### config.mk
export PLATFORM = sky130hd
export DESIGN_NAME = sync_fifo_pkt
export DESIGN_NICKNAME = d
export VERILOG_FILES = /design/src/rtl/sync_fifo_pkg.sv /design/src/rtl/fifo_regmem.sv /design/src/rtl/sync_fifo_pkt.sv
export SDC_FILE = /design/constraint.sdc
export NUM_CORES = 1
export LEC_CHECK = 0
export CORE_UTILIZATION = 32
export CTS_BUF_LIST = sky130_fd_sc_hd__clkbuf_4 sky130_fd_sc_hd__clkbuf_8
export DETAILED_ROUTE_END_ITERATION = 8
export SYNTH_ARGS = -nofsm -noshare
export SYNTH_HDL_FRONTEND = slang
export SYNTH_SLANG_ARGS = --single-unit
### constraint.sdc
create_clock -name clk -period 5.3 [get_ports clk]
set_input_delay 0.795 -clock clk [delete_from_list [all_inputs] [get_ports clk]]
set_output_delay 0.795 -clock clk [all_outputs]
set_load 0.1 [all_outputs]
### src/rtl/sync_fifo_pkg.sv
// Shared defaults and helpers for the parametrised packet FIFO.
package sync_fifo_pkg;
  localparam int DEF_SRC_W  = 8;
  localparam int DEF_DST_W  = 8;
  localparam int DEF_DATA_W = 32;
  localparam int DEF_ADDR_W = 3;
  localparam int DEPTH      = 2 ** DEF_ADDR_W;
  localparam int CNT_W      = DEF_ADDR_W + 1;

  // Width of one packed {src, dst, data} word
  function automatic int word_w(input int src_w, input int dst_w, input int data_w);
    return src_w + dst_w + data_w;
  endfunction
endpackage

### src/rtl/fifo_regmem.sv
// One-write / one-read register array backing the packet FIFO.
// Read is combinational; the owner registers the output.
module fifo_regmem
  import sync_fifo_pkg::*;
#(
  parameter int WIDTH  = word_w(DEF_SRC_W, DEF_DST_W, DEF_DATA_W),
  parameter int ADDR_W = DEF_ADDR_W
) (
  input  logic              clk,
  input  logic              we,
  input  logic [ADDR_W-1:0] waddr,
  input  logic [WIDTH-1:0]  wdata,
  input  logic [ADDR_W-1:0] raddr,
  output logic [WIDTH-1:0]  rdata
);
  logic [WIDTH-1:0] mem_q [2**ADDR_W];

  // Storage write; contents are deliberately left unreset
  always_ff @(posedge clk) begin
    if (we) mem_q[waddr] <= wdata;
  end

  assign rdata = mem_q[raddr];
endmodule

### src/rtl/sync_fifo_pkt.sv
// Synchronous packet FIFO carrying {src, dst, data} words with occupancy,
// programmable almost-full/almost-empty flags, sticky overflow/underflow
// errors and a registered read port with a valid strobe.
module sync_fifo_pkt
  import sync_fifo_pkg::*;
#(
  parameter int SRC_W  = DEF_SRC_W,
  parameter int DST_W  = DEF_DST_W,
  parameter int DATA_W = DEF_DATA_W,
  parameter int ADDR_W = DEF_ADDR_W,
  parameter int AF_LVL = (2 ** ADDR_W) - 2,
  parameter int AE_LVL = 2
) (
  input  logic              clk,
  input  logic              rstn,
  input  logic              writep,
  input  logic [SRC_W-1:0]  src_in,
  input  logic [DST_W-1:0]  dst_in,
  input  logic [DATA_W-1:0] data_in,
  input  logic              readp,
  output logic [SRC_W-1:0]  src_out,
  output logic [DST_W-1:0]  dst_out,
  output logic [DATA_W-1:0] data_out,
  output logic              rd_valid,
  output logic              emptyp,
  output logic              fullp,
  output logic              afullp,
  output logic              aemptyp,
  output logic [ADDR_W:0]   count,
  input  logic              err_clr,
  output logic              ovf_err,
  output logic              udf_err
);
  localparam int FIFO_DEPTH = 2 ** ADDR_W;
  localparam int WORD_W     = word_w(SRC_W, DST_W, DATA_W);

  if (AF_LVL < 0 || AF_LVL > FIFO_DEPTH) begin : g_bad_af
    $error("sync_fifo_pkt: AF_LVL %0d outside 0..%0d", AF_LVL, FIFO_DEPTH);
  end
  if (AE_LVL < 0 || AE_LVL > FIFO_DEPTH) begin : g_bad_ae
    $error("sync_fifo_pkt: AE_LVL %0d outside 0..%0d", AE_LVL, FIFO_DEPTH);
  end

  logic [ADDR_W-1:0] head_q, head_d;
  logic [ADDR_W-1:0] tail_q, tail_d;
  logic [ADDR_W:0]   count_q, count_d;
  logic [WORD_W-1:0] out_q, out_d;
  logic              rd_valid_q, rd_valid_d;
  logic              ovf_q, ovf_d;
  logic              udf_q, udf_d;
  logic [WORD_W-1:0] mem_rdata;
  logic              wr_ok, rd_ok;

  // Flags decode the registered count so accept decisions see start-of-cycle state
  assign emptyp  = (count_q == '0);
  assign fullp   = (count_q == (ADDR_W + 1)'(FIFO_DEPTH));
  assign afullp  = (int'(count_q) >= AF_LVL);
  assign aemptyp = (int'(count_q) <= AE_LVL);

  assign wr_ok = writep & ~fullp;
  assign rd_ok = readp & ~emptyp;

  fifo_regmem #(
    .WIDTH  (WORD_W),
    .ADDR_W (ADDR_W)
  ) u_mem (
    .clk   (clk),
    .we    (wr_ok),
    .waddr (head_q),
    .wdata ({src_in, dst_in, data_in}),
    .raddr (tail_q),
    .rdata (mem_rdata)
  );

  // Next-state: pointers wrap naturally, count tracks accepted traffic only
  always_comb begin
    head_d     = head_q;
    tail_d     = tail_q;
    count_d    = count_q;
    out_d      = out_q;
    rd_valid_d = rd_ok;
    ovf_d      = ovf_q;
    udf_d      = udf_q;

    if (wr_ok) head_d = head_q + ADDR_W'(1);
    if (rd_ok) begin
      tail_d = tail_q + ADDR_W'(1);
      out_d  = mem_rdata;
    end

    case ({wr_ok, rd_ok})
      2'b10:   count_d = count_q + (ADDR_W + 1)'(1);
      2'b01:   count_d = count_q - (ADDR_W + 1)'(1);
      default: count_d = count_q;
    endcase

    // A new error event outranks a coincident clear
    if (err_clr)          ovf_d = 1'b0;
    if (writep && fullp)  ovf_d = 1'b1;
    if (err_clr)          udf_d = 1'b0;
    if (readp && emptyp)  udf_d = 1'b1;
  end

  // State registers; reset discards all contents and clears the output port
  always_ff @(posedge clk or negedge rstn) begin
    if (!rstn) begin
      head_q     <= '0;
      tail_q     <= '0;
      count_q    <= '0;
      out_q      <= '0;
      rd_valid_q <= 1'b0;
      ovf_q      <= 1'b0;
      udf_q      <= 1'b0;
    end else begin
      head_q     <= head_d;
      tail_q     <= tail_d;
      count_q    <= count_d;
      out_q      <= out_d;
      rd_valid_q <= rd_valid_d;
      ovf_q      <= ovf_d;
      udf_q      <= udf_d;
    end
  end

  assign {src_out, dst_out, data_out} = out_q;
  assign rd_valid = rd_valid_q;
  assign count    = count_q;
  assign ovf_err  = ovf_q;
  assign udf_err  = udf_q;
endmodule

### After elaboration in Yosys (flattened, before gate mapping)

Memory sizes are Yosys's and may differ from the RTL's. A register that Yosys moved wholly into a read port is not among the register bits.
Index checks and enable logic that the tools add are counted.
W data, S select, Z words.

* register bits: 13
* RAM bits: 384
* output and inout port bits: 59
* word-level logic and storage cells: 33
* memories kept: 1

Memory list
* u_mem.mem_q: words 8, bits a word 48, rd ports 1, clocked after memory_dff 1, write ports 1, line fifo_regmem.sv:16 `logic [WIDTH-1:0] mem_q [2**ADDR_W];`

* $add $sub $neg: 4
* $lt $le $gt $ge: 2
* equality and inequality tests: 3
* mux-type cells: 6
* bitwise operators: 4
* reduce and logical (&&, ||, !) cells: 7

Operator list (count)
* $pmux W4 S2: 1
* $add A3 B1 Y3 const B: 2
* $reduce_bool A2 Y1: 3
* $mux W1: 5
* $add A4 B1 Y4 const B: 1
* $eq A4 B4 Y1 const B: 1
* $ge A4 B3 Y1 const B: 1
* $le A4 B2 Y1 const B: 1
* $logic_not A4 Y1: 1
* $sub A4 B1 Y4 const B: 1
* $and A1 B1 Y1: 2
* $eq A2 B1 Y1 const B: 1
* $eq A2 B2 Y1 const B: 1
* $logic_and A1 B1 Y1: 2
* $not A1 Y1: 2
* $logic_not A1 Y1: 1

### Depth between registers and ports, before layout

* depth after elaboration: 5
* depth in mapped cells: 12

### Modules after synthesis

Synthesis repeated with hierarchy kept, for this count alone.

* cell total of the unflattened synthesis: 735
* area, all modules: 17261.6 um^2

Modules (own cells, without submodules)
* fifo_regmem: instances 1, cells each 568, area each 14659.1 um^2, seq. area each 11531.1 um^2
* sync_fifo_pkt: instances 1, cells each 167, area each 2602.5 um^2, seq. area each 1526.5 um^2

### Worst setup path before layout

OpenSTA, ideal clock, no wires.

* path type: register -> register
* start: reg count_q[2], in the netlist count[2]
* end: mem u_mem.mem_q[0][0] in the netlist's numbering, enable pin
* library setup time: 0.513 ns
* data arrival time: 5.456 ns
* slack: -0.669 ns
* stages on the path, launching flop included: 5
* buffers on the path: 0
* clock period less this slack: 5.969 ns
* cell sequence: dfrtp_1 nor4b_2 nor2b_1 nand2b_1 nor3_1

* cells in the longest elaborated chain, start to end: 5

RTL lines
* from (decl): line sync_fifo_pkt.sv:46 `logic [ADDR_W:0] count_q, count_d;`
* from (signal assigned): line sync_fifo_pkt.sv:117 `count_q <= count_d;`
* $eq A4 B4 Y1: line sync_fifo_pkt.sv:56 `assign fullp = (count_q == (ADDR_W + 1)'(FIFO_DEPTH));`
* net fullp: line sync_fifo_pkt.sv:26 `output logic fullp,`
* $not A1 Y1: line sync_fifo_pkt.sv:60 `assign wr_ok = writep & ~fullp;`
* $and A1 B1 Y1: line sync_fifo_pkt.sv:60
* $mux W1: line fifo_regmem.sv:20 `if (we) mem_q[waddr] <= wdata;`
* $mux W1 (not written as such): line fifo_regmem.sv:20
* to (decl): line fifo_regmem.sv:16

The timed path passes the listed nets, and every way through them passes these cells.

### Worst setup path after layout

* start: reg count_q[0], in the netlist count[0]
* end: out fullp

* cells in the longest elaborated chain, start to end: 1

RTL lines (line)
* $eq A4 B4 Y1: sync_fifo_pkt.sv:56
* to (decl): sync_fifo_pkt.sv:26

Every way passes these cells.

==> out/qor.yml <==
clk_path_buf_depth: 3
fin_ws_ns: 1.77
hpwlAfterDp_um: 20900
fp.dieArea_mm2: 0.0542
synthTopCellsByCount: "edfxtp_1 (384), mux2_2 (97), mux2i_1 (96)"
cts-root-buf: "clkbuf_8"
n_fill_cell: 4798
drc_errors: 0
antenna_found_initial: 3
end_kind: "primary output"
post_drt_wl_per_cell_um: 20.0
ys_types: 31
drive_above_1_share_pct: 21.3
synth_fp_nets: 1005
drtPass1Iterations: 5
ir_worst_vdd_mv: 0.491
hold_class: "in -> async"
maxSlewViolCount: 0
syn_area_mm2: 0.0171
postCtsSetupBuffers: 0
die_w_um: 233
cpMaxStageDelayCell: "clkdlybuf4s50_1"
finClkSkew_ns: 0.0213
finalWeightedCongestion: 0.715
initial_utilization_pct: 32.4
grt_max_degree: 99
synth-edff-count: 384
setup_viol: 0
numClockSinks: 445
multi_input_area_mm2: 0.00374
ys_seq_area_share_pct: 76.6
r2r_setup_slack_ns: 2.17
rsz0062_at_grt: "false"
power_density_mw_per_mm2: 618
worstSetupPathType: "reg -> out"
yosysMostFrequentCell: "edfxtp_1"
tns_ns: 0
ys.flop_type: "edfxtp_1"
ctsResizeCount: 0
required_ns: 4.51
drt_iter0_markers: 552
htreeDepth: 3
grt_overflow: 0
drt-total-wl_um: 36800
antenna_left: 0
timing.fmax_mhz: 283
vias: 8821
synth_seq_cells: 445
synth.area.top_cells: "edfxtp_1 (68%), dfrtp_1 (8.9%), mux2_2 (6.4%)"
seqCellArea_mm2: 0.0131
grt_pass1_wl_um: 56100
die_h_um: 233
cp-start-kind: "flip-flop"
cts_tree: "done"
synthToLayoutAreaGrowth_pct: 19.6
synth-async-reset-ratio_pct: 13.7
ys_warn_count: 0
worst_pin_slew_ns: 1.01
io_pins: 112
grt_pass1_vias: 9288
syn_inst: 947
clkTransAtPathRegs_ns: 0.06
portBuffers: 111
cp_max_fo: 8
clk_latency_ns: 0.64
leakage_nw: 6.99
min_period_ns: 3.53
status: "finished clean"
hold_buffers: 0
crit_arrival_ns: 2.74
syn_area_per_cell_um2: 18.0
nets: 1152
place_ws_ns: 1.55
maxCapViolCount: 0
synth.top_cell.area_share_pct: 67.6
viasPerCell: 4.79
crit_chain: "nor4b_2 -> clkdlybuf4s50_1"
cts_buffers: 75
max_slew_margin_pct: 32.6
final_hold_viol_count: 0
row_count: 84
grtUsageTotal_pct: 13.9
core_region_area_mm2: 0.0527
period_share_pct: 66.6
yosys.area.top_type: "edfxtp_1"
slowest_delay_ns: 1.20
[path summary, 6_finish.rpt]
check                      startpoint            endpoint  cells after the start
min reg2reg                 out_q[29]           out_q[29]                      2
max                          count[0]               fullp                      2
min                              rstn           out_q[10]                      1
max reg2reg                  count[1]  u_mem.mem_q[2][33]                      5
min in group clk            out_q[29]           out_q[29]                      2
max in group asynchronous        rstn           tail_q[0]                      1
[per-layer routing]
metal	vias to the layer above	track usage, %	share of wire, %
met1	4462	19.0	46
met3	68	3.27	5.4
li1	4059	-	-
met2	228	21.6	47
met5	-	0	0.062
met4	4	4.94	2.0
[layout make-up]
cell class | count | share of cell area (%)
clock buffer | 106 | 6.32
antenna | 1 | 0.0123
clock inverter | 31 | 0.859
sequential | 445 | 64.0
tap | 688 | 4.22
timing repair buffer | 124 | 6.16
multi-input combinational | 444 | 18.3
inverter | 4 | 0.0736
[cells by family after synthesis]
family	synth area share, %
flip-flops	76.6
buffers and inverters	2.13
adder cells (fa/ha/maj)	0.367
AND/OR/NAND/NOR	2.29
AO/OA/AOI/OAI	6.21
multiplexers	12.0
XOR/XNOR	0.411
[cells in the final DEF (no fill, tap or decap), types with 2 or more instances in the layout]
| cell type | n |
|---|---|
| a21oi_1 | 2 |
| a221o_1 | 11 |
| a22oi_1 | 37 |
| buf_12 | 4 |
| buf_4 | 10 |
| clkbuf_4 | 27 |
| clkbuf_8 | 79 |
| clkdlybuf4s50_1 | 110 |
| clkinv_1 | 18 |
| clkinv_2 | 6 |
| clkinvlp_4 | 4 |
| dfrtp_1 | 60 |
| edfxtp_1 | 384 |
| ha_1 | 5 |
| inv_1 | 4 |
| inv_6 | 2 |
| mux2_2 | 97 |
| mux2i_1 | 96 |
| nand2_1 | 63 |
| nand2b_1 | 5 |
| nand2b_4 | 2 |
| nor2_4 | 7 |
| nor3_4 | 2 |
| o21ai_0 | 26 |
| o21ai_1 | 25 |
| o221ai_1 | 37 |
| o22ai_1 | 12 |
| xnor2_1 | 5 |
| xor2_1 | 3 |
[sequential cells by signal (all words and copies together) (netlist names)]
signal       flops
count            4
head_q           3
out_q           48
ovf_err          1
rd_valid         1
tail_q           3
u_mem.mem_q    384
udf_err          1
[power by group]
group,leakage (nW),internal [mW],switching [mW],total (mW)
clock,0.768,1.62,1.34,2.96
combinational,2.01,1.45,3.33,4.79
sequential,4.22,4.50,0.368,4.87
total,6.99,7.58,5.04,12.6
[worst max-delay path, delay by kind of cell, from the launching register on]
kind                   cells  cell delay (ns)
buffers and inverters      1             1.20
DFF                        1             0.50
and+or+nand+nor            1             0.40
[stage by stage]
step                      std cells  power, mW  area [um2]  util, %  hold slack, ns
after floorplan                 947       8.46       17100        -           0.487
after global placement         1705       9.72       18900     36.0           0.467
after detailed placement       1705       9.78       18900     36.0           0.472
after CTS                      1842       12.8       20400     38.7           0.299
after global routing           1842       13.2       20400     38.7           0.346
final                          1843       12.6       20400     38.7           0.294
No activity file was read; power rests on OpenSTA's default activity.
